## src/rtl/deserializador_fifo.sv

```systemverilog
// deserializador_fifo: serial-to-parallel word assembler feeding a small output FIFO,
// with an edge-detected acknowledge that pops one word per ack rising edge.
module deserializador_fifo #(
    parameter int DATA_WIDTH = 8,
    parameter int FIFO_DEPTH = 4,
    parameter bit MSB_FIRST  = 1
) (
    input  logic                                clock_100KHz,
    input  logic                                reset,
    input  logic                                data_in,
    input  logic                                write_in,
    input  logic                                ack_in,
    output logic                                status_out,
    output logic                                data_ready,
    output logic [DATA_WIDTH-1:0]               data_out,
    output logic [$clog2(FIFO_DEPTH+1)-1:0]     fifo_count,
    output logic                                overrun_out
);
    localparam int CW = $clog2(FIFO_DEPTH + 1);
    localparam int AW = $clog2(FIFO_DEPTH);
    localparam int BW = $clog2(DATA_WIDTH + 1);

    typedef enum logic [1:0] {IDLE, RECEIVE, BLOCKED} state_t;
    state_t state, state_nx;

    logic [DATA_WIDTH-1:0] shift_reg, shift_nx;
    logic [DATA_WIDTH-1:0] mem [FIFO_DEPTH];
    logic [BW-1:0]         bits_count;
    logic [AW-1:0]         wr_ptr, rd_ptr;
    logic                  ack_q, accept, last, push, pop;

    assign status_out = fifo_count != CW'(FIFO_DEPTH);
    assign data_ready = fifo_count != '0;
    assign accept     = write_in & status_out;
    assign last       = bits_count == BW'(DATA_WIDTH - 1);
    assign push       = accept & last;
    assign pop        = ack_in & ~ack_q & data_ready;
    assign shift_nx   = MSB_FIRST ? {shift_reg[DATA_WIDTH-2:0], data_in}
                                  : {data_in, shift_reg[DATA_WIDTH-1:1]};

    always_comb begin
        state_nx = state;
        if (push)
            state_nx = (fifo_count == CW'(FIFO_DEPTH - 1) && !pop) ? BLOCKED : IDLE;
        else if (accept)
            state_nx = RECEIVE;
        else if (state == BLOCKED && pop)
            state_nx = IDLE;
    end

    always_ff @(posedge clock_100KHz)
        if (push)
            mem[wr_ptr] <= shift_nx;

    always_ff @(posedge clock_100KHz or negedge reset) begin
        if (!reset) begin
            state       <= IDLE;
            shift_reg   <= '0;
            bits_count  <= '0;
            wr_ptr      <= '0;
            rd_ptr      <= '0;
            fifo_count  <= '0;
            data_out    <= '0;
            overrun_out <= 1'b0;
            ack_q       <= 1'b0;
        end else begin
            state <= state_nx;
            ack_q <= ack_in;
            if (write_in && !status_out)
                overrun_out <= 1'b1;
            if (accept) begin
                shift_reg  <= shift_nx;
                bits_count <= last ? '0 : bits_count + BW'(1);
            end
            if (push)
                wr_ptr <= wr_ptr + AW'(1);
            if (pop)
                rd_ptr <= rd_ptr + AW'(1);
            if (push != pop)
                fifo_count <= push ? fifo_count + CW'(1) : fifo_count - CW'(1);
            // data_out is a registered copy of the head so it holds when the FIFO drains
            if (pop && fifo_count > CW'(1))
                data_out <= mem[rd_ptr + AW'(1)];
            else if (push && (fifo_count == '0 || pop))
                data_out <= shift_nx;
        end
    end
endmodule

```

## config.mk

```make
export PLATFORM = sky130hd
export DESIGN_NAME = deserializador_fifo
export DESIGN_NICKNAME = d
export VERILOG_FILES = /design/src/rtl/deserializador_fifo.sv
export SDC_FILE = /design/constraint.sdc
export NUM_CORES = 1
export LEC_CHECK = 0
export BUFFER_PORTS_ARGS = -buffer_cell sky130_fd_sc_hd__buf_4
export CAP_MARGIN = 20
export CORE_MARGIN = 8
export CORE_UTILIZATION = 30
export DETAILED_ROUTE_END_ITERATION = 8
export PLACE_DENSITY_LB_ADDON = 0.05
export SKIP_LAST_GASP = 1
export SYNTH_ARGS = -nofsm -noshare
export SYNTH_HDL_FRONTEND = slang
export SYNTH_SLANG_ARGS = --single-unit
```

## constraint.sdc

```tcl
create_clock -name clock_100KHz -period 4.9 [get_ports clock_100KHz]
set_input_delay 0.245 -clock clock_100KHz [delete_from_list [all_inputs] [get_ports clock_100KHz]]
set_output_delay 0.245 -clock clock_100KHz [all_outputs]
set_load 0.1 [all_outputs]
```

==> results of run 1 <==
## critical path: stages (launching register included)
cell      delay (ns)
dfrtp_1         0.41
inv_1           0.10
ha_1            0.29
a21boi_4        0.47
o211ai_4        0.27
mux2_4          0.36
mux2_4          0.25
## worst paths after layout
kind / cells after the start / slack (ns) / endpoint
setup reg to reg: 6 / 2.64 / data_out[6]$_DFFE_PN0P_
setup / recovery: 6 / 2.64 / data_out[6]$_DFFE_PN0P_
hold / removal: 1 / 0.16 / mem[1][0]$_DFFE_PP_
max in group asynchronous: 2 / 4.23 / shift_reg[3]$_DFFE_PN0N_
hold reg to reg: 1 / 0.49 / overrun_out$_DFFE_PN0P_
min in group asynchronous: 2 / 0.37 / data_out[0]$_DFFE_PN0P_
## area by class of cell
class | count | share of cell area, %
clock buffer | 11 | 4.98
timing repair buffer | 20 | 5.10
multi-input combinational | 105 | 27.6
sequential | 60 | 54.7
inverter | 5 | 0.618
tap | 105 | 4.32
clock inverter | 5 | 2.68
## layer usage
| metal | vias to the layer above | routed length (um) |
|---|---|---|
| li1 | 680 | - |
| met1 | 695 | 2380 |
| met2 | 26 | 2620 |
| met3 | 5 | 234 |
| met4 | 0 | 45 |
| met5 | - | 0 |
## placed cells by master (no fill, tap or decap), types with 2 or more instances in the layout
| cell | netlist | final |
|---|---|---|
| and3_1 | 4 | 4 |
| inv_1 | 5 | 5 |
| o21ai_0 | 3 | 3 |
| a21oi_1 | 8 | 8 |
| edfxtp_1 | 32 | 32 |
| dfrtp_1 | 28 | 28 |
| mux2_4 | 2 | 2 |
| xnor2_1 | 6 | 6 |
| mux2i_1 | 7 | 7 |
| dlygate4sd3_1 | 0 | 2 |
| nor2_1 | 7 | 7 |
| clkbuf_8 | 0 | 11 |
| nand3_1 | 2 | 2 |
| nand2_1 | 31 | 31 |
| buf_4 | 1 | 18 |
| bufinv_16 | 0 | 2 |
| o22ai_1 | 2 | 2 |
| ha_1 | 8 | 8 |
| mux4_2 | 8 | 8 |
## cell families after synthesis
| group | after synthesis |
|---|---|
| flops | 60 |
| simple gates | 53 |
| compound gates | 19 |
| mux | 17 |
| buf+inv | 12 |
| fa+ha+maj | 9 |
| xor+xnor | 7 |
## through the flow
| stage | utilization [%] | hold WS, ns |
|---|---|---|
| 4_1_cts | 36.7 | 0.00951 |
| 5_1_grt | 36.8 | 0.141 |
| 6_report | 36.8 | 0.157 |
| 2_1_floorplan | - | -0.0506 |
| 3_5_place_dp | 33.7 | 0.201 |
| 3_3_place_gp | 33.7 | 0.196 |
==> impl_metrics.env, run 1 <==
export IMPL_outcome="finished clean"
export IMPL_die_h_um=108
export IMPL_skew_ns=0.0103
export IMPL_antenna_found_initial=0
export IMPL_synth_cells=177
export IMPL_startpoint="fifo_count[1]$_DFFE_PN0P_"
export IMPL_cts_sinks=60
export IMPL_drive_gt1_share_pct=24.8
export IMPL_grt_usage_pct=9.88
export IMPL_diodes=0
export IMPL_setup_viol=0
export IMPL_dp_worst_setup_slack_ns=2.60
export IMPL_fmax_ghz=0.442
export IMPL_syn_to_final_growth_pct=18.7
export IMPL_grt_most_used_layer="met2"
export IMPL_largest_register_ffs=32
export IMPL_worst_pin_slew_ns=0.716
export IMPL_rows=33
export IMPL_clock_insertion_delay_worst_skew_ns=0.33
export IMPL_post_cts_buffers=0
export IMPL_worst_setup_path_start_kind="flip-flop"
export IMPL_cts_buffers_inserted=9
export IMPL_drtAntennaViolNets=0
export IMPL_dp_hpwl_um=3600
export IMPL_cts_root_buf="clkbuf_8"
export IMPL_place_area_um2=2790
export IMPL_synth_distinct_cells=36
export IMPL_rsz0062_at_grt="false"
export IMPL_synthXorXnorAreaFrac_pct=2.39
export IMPL_drc_errors=0
export IMPL_cts_max_level=3
export IMPL_hp_class="input pin to flip-flop"
export IMPL_synth_most_common_cell="edfxtp_1"
export IMPL_dr_pass1_iters=4
export IMPL_synthTopCellsByCount="edfxtp_1, nand2_1, dfrtp_1"
export IMPL_overflow=0
export IMPL_place_inst=293
export IMPL_grt_max_degree=29
export IMPL_synth_seq_cells=60
export IMPL_vias_per_cell=4.52
export IMPL_met3_usage_pct=4.22
export IMPL_cp_arrival_ns=2.48
export IMPL_grt_util_met1_pct=11.7
export IMPL_grt_first_pass_wirelength_um=8440
export IMPL_muxShareOfSynthArea_pct=10.9
export IMPL_multi_input_area_um2=840
export IMPL_portBuffers=18
export IMPL_cap_violations=0
export IMPL_wire_per_inst_um=17.0
export IMPL_clock_path_buffers=2
export IMPL_synth_area_um2=2560
export IMPL_ios=19
export IMPL_syn_mean_instance_area_um2=14.5
export IMPL_finalNetCount=214
export IMPL_met2_usage_pct=15.9
export IMPL_synth_area_leaders="edfxtp_1, dfrtp_1, mux4_2"
export IMPL_synth_edf_count=32
export IMPL_yosys_warnings=0
export IMPL_yosysTopAreaCell="edfxtp_1"
export IMPL_drt_iter0_markers=87
export IMPL_initial_core_util_pct=31.0
export IMPL_hold_buffers=1
export IMPL_async_reset_ff_share_pct=46.7
export IMPL_synthesis_nets=190
export IMPL_cts_clk_slew_worst_paths_ns=0.07
export IMPL_min_period_over_period_pct=46.2
export IMPL_synth_simple_gate_area_share_pct=9.57
export IMPL_synth_fa_ha_area_share_pct=4.30
export IMPL_synth_top_family_by_area="multiplexers"
export IMPL_slew_violations=0
export IMPL_reg2reg_from="fifo_count[1]$_DFFE_PN0P_"
export IMPL_period_needed_ns=2.26
export IMPL_cts_tree="built"
export IMPL_routabilityCongestion=0.764
export IMPL_final_cells=311
export IMPL_required_ns=5.11
export IMPL_chipWidth_um=108
export IMPL_stdcell_area_um2=3040
export IMPL_core_region_area_um2=8260
export IMPL_synth_compound_area_share_pct=5.57
export IMPL_critPathKind="flip-flop to flip-flop"
export IMPL_fin_ws_ns=2.64
export IMPL_hold_start="data_in"
export IMPL_yosys_area_top_type_share_pct=37.5
export IMPL_crit_path_end_kind="flip-flop"
export IMPL_setup_tns_final_ns=0
export IMPL_yosys_most_used_dff="edfxtp_1"
export IMPL_vias=1406
export IMPL_critPathMaxFanout=17
export IMPL_hold_violations=0
export IMPL_cts_resized=0
export IMPL_grt_pass1_vias=1508
export IMPL_fill_cells=804
export IMPL_seq_area_um2=1660
export IMPL_seq_area_frac_synth_pct=64.9
export IMPL_drt_wl_total_um=5280
export IMPL_timing_slew_headroom_pct=52.3
export IMPL_die_area_um2=11700
Power of run 1 is left out: the tool's default activity adds up to more than one toggle a clock period on the data nets, which glitch-free logic cannot reach.
==> inputs of run 2 (changes only) <==
clock period = 2.35 ns   (was 4.9 ns; I/O delays follow)
==> run 2 against run 1 <==
Core utilization about the same. Cell count up 0.64%. Critical path type unchanged. First-iteration DRC count down 45%. Non-clock buffer count up 2. Highest routed layer unchanged. Critical path depth down 1. Fmax up 12%. Critical endpoint is now mem[2][3]$_DFFE_PP_.
==> impl_metrics.env, run 2 (same netlist as run 1, synthesis figures left out) <==
export IMPL_chipWidth_um=108
export IMPL_reg2reg_from="fifo_count[0]$_DFFE_PN0P_"
export IMPL_period_needed_ns=2.02
export IMPL_setup_tns_final_ns=0
export IMPL_dp_hpwl_um=3640
export IMPL_worstRegToRegCells=5
export IMPL_critPathCapture="mem[2][3]$_DFFE_PP_"
export IMPL_timing_slew_headroom_pct=60.0
export IMPL_required_ns=2.32
export IMPL_fill_cells=804
export IMPL_finalNetCount=216
export IMPL_hold_violations=0
export IMPL_slew_violations=0
export IMPL_hold_buffers=2
export IMPL_routabilityCongestion=0.662
export IMPL_worst_pin_slew_ns=0.601
export IMPL_critPathKind="flip-flop to flip-flop"
export IMPL_skew_ns=0.0145
export IMPL_cts_resized=0
export IMPL_core_region_area_um2=8260
export IMPL_cts_tree="built"
export IMPL_drt_wl_total_um=5250
export IMPL_largest_register_ffs=32
export IMPL_fmax_ghz=0.496
export IMPL_initial_core_util_pct=31.0
export IMPL_rrSetupSlack_ns=0.33
export IMPL_whs_path_depth=1
export IMPL_drc_errors=0
export IMPL_dr_pass1_iters=6
export IMPL_layout_commonest_cell="edfxtp_1"
export IMPL_ios=19
export IMPL_hp_class="input pin to flip-flop"
export IMPL_cap_violations=0
export IMPL_overflow=0
export IMPL_clock_insertion_delay_worst_skew_ns=0.33
export IMPL_critPathMaxFanout=10
export IMPL_timing_rr_end="mem[2][3]$_DFFE_PP_"
export IMPL_grt_max_degree=29
export IMPL_diodes=0
export IMPL_grt_pass1_vias=1547
export IMPL_syn_to_final_growth_pct=18.8
export IMPL_grt_first_pass_wirelength_um=8440
export IMPL_min_period_over_period_pct=85.8
export IMPL_clock_path_buffers=2
export IMPL_cp_slowest_stage_delay_ns=0.46
export IMPL_final_cell_mix="edfxtp_1, nand2_1, dfrtp_1, buf_4, clkbuf_8"
export IMPL_wire_per_inst_um=16.8
export IMPL_drtAntennaViolNets=0
export IMPL_startpoint="fifo_count[0]$_DFFE_PN0P_"
export IMPL_cp_arrival_ns=1.98
export IMPL_rsz0062_at_grt="false"
export IMPL_rows=33
export IMPL_die_area_um2=11700
export IMPL_drive_gt1_share_pct=28.8
export IMPL_cts_root_buf="clkbuf_8"
export IMPL_antenna_found_initial=0
export IMPL_cpMaxStageDelayCell="and3_1"
export IMPL_crit_chain="inv_2 -> ha_4 -> a21boi_4 -> buf_4 -> and3_1"
export IMPL_cts_buffers_inserted=9
export IMPL_setup_viol=0
export IMPL_portBuffers=18
export IMPL_post_cts_buffers=0
export IMPL_crit_path_end_kind="flip-flop"
export IMPL_cts_max_level=3
export IMPL_worst_setup_path_start_kind="flip-flop"
export IMPL_vias_per_cell=4.53
export IMPL_drt_iter0_markers=48
export IMPL_outcome="finished clean"
export IMPL_grt_usage_pct=9.86
export IMPL_vias=1419
export IMPL_cts_clk_slew_worst_paths_ns=0.07
export IMPL_cts_sinks=60
export IMPL_die_h_um=108
-- run 2: cell count changes in the layout (fill, tap and decap cells not counted), moves of 2 or more --
| cell | change |
|---|---|
| buf_4 | +2 |
| inv_1 | -3 |
| inv_2 | +2 |
| dfrtp_1 | -3 |
| dfrtp_4 | +2 |
| clkinv_2 | +2 |
-- run 2: worst max-delay path: cells and delay by family (launching register included) --
| kind | cells | cell delay (ns) |
|---|---|---|
| AND/OR/NAND/NOR | 1 | 0.46 |
| flip-flops | 1 | 0.44 |
| buffers and inverters | 2 | 0.28 |
| AO/OA/AOI/OAI | 1 | 0.28 |
| adder cells (fa/ha/maj) | 1 | 0.18 |
-- run 2: area by class of cell --
class / instances / area, um2 / area share (%)
multi-input cells: 105 / 855 / 28.1
repair buffers: 22 / 170 / 5.59
clock inverters: 5 / 52.6 / 1.73
inverters: 5 / 22.5 / 0.740
well taps: 105 / 131 / 4.32
clock buffers: 11 / 141 / 4.65
flip-flops and latches: 60 / 1670 / 54.9
-- run 2: metal layers --
layer	share of wire (%)	GRT usage [%]	vias up	wire length, um
li1	-	-	682	-
met1	47	12.3	705	2480
met5	0	0	-	0
met3	3.5	2.32	8	186
met2	47	15.3	24	2490
met4	1.7	5.87	0	89
-- run 2: how the worst min path moves through the flow --
| stage | startpoint | endpoint | slack, ns |
|---|---|---|---|
| 2_1_floorplan | reset | ack_q$_DFF_PN0_ | -0.18 |
| 3_3_place_gp | reset | data_out[4]$_DFFE_PN0P_ | 0.08 |
| 3_5_place_dp | reset | data_out[0]$_DFFE_PN0P_ | 0.08 |
| 4_1_cts | data_in | mem[1][0]$_DFFE_PP_ | 0.01 |
| 5_1_grt | data_in | mem[1][0]$_DFFE_PP_ | 0.02 |
| 6_report | data_in | mem[0][0]$_DFFE_PP_ | 0.02 |
-- run 2: metrics by stage --
stage          hold WS, ns  std cells  cell area [um2]  worst slack [ns]  utilization (%)
6_report            0.0240        313             3040             0.333             36.8
3_3_place_gp        0.0757        295             2830             0.363             34.3
2_1_floorplan       -0.178        177             2590            0.0172                -
3_5_place_dp        0.0838        295             2830             0.335             34.3
5_1_grt             0.0169        313             3040             0.220             36.8
4_1_cts             0.0114        313             3040             0.306             36.8
Power of run 2 is left out for the same reason.
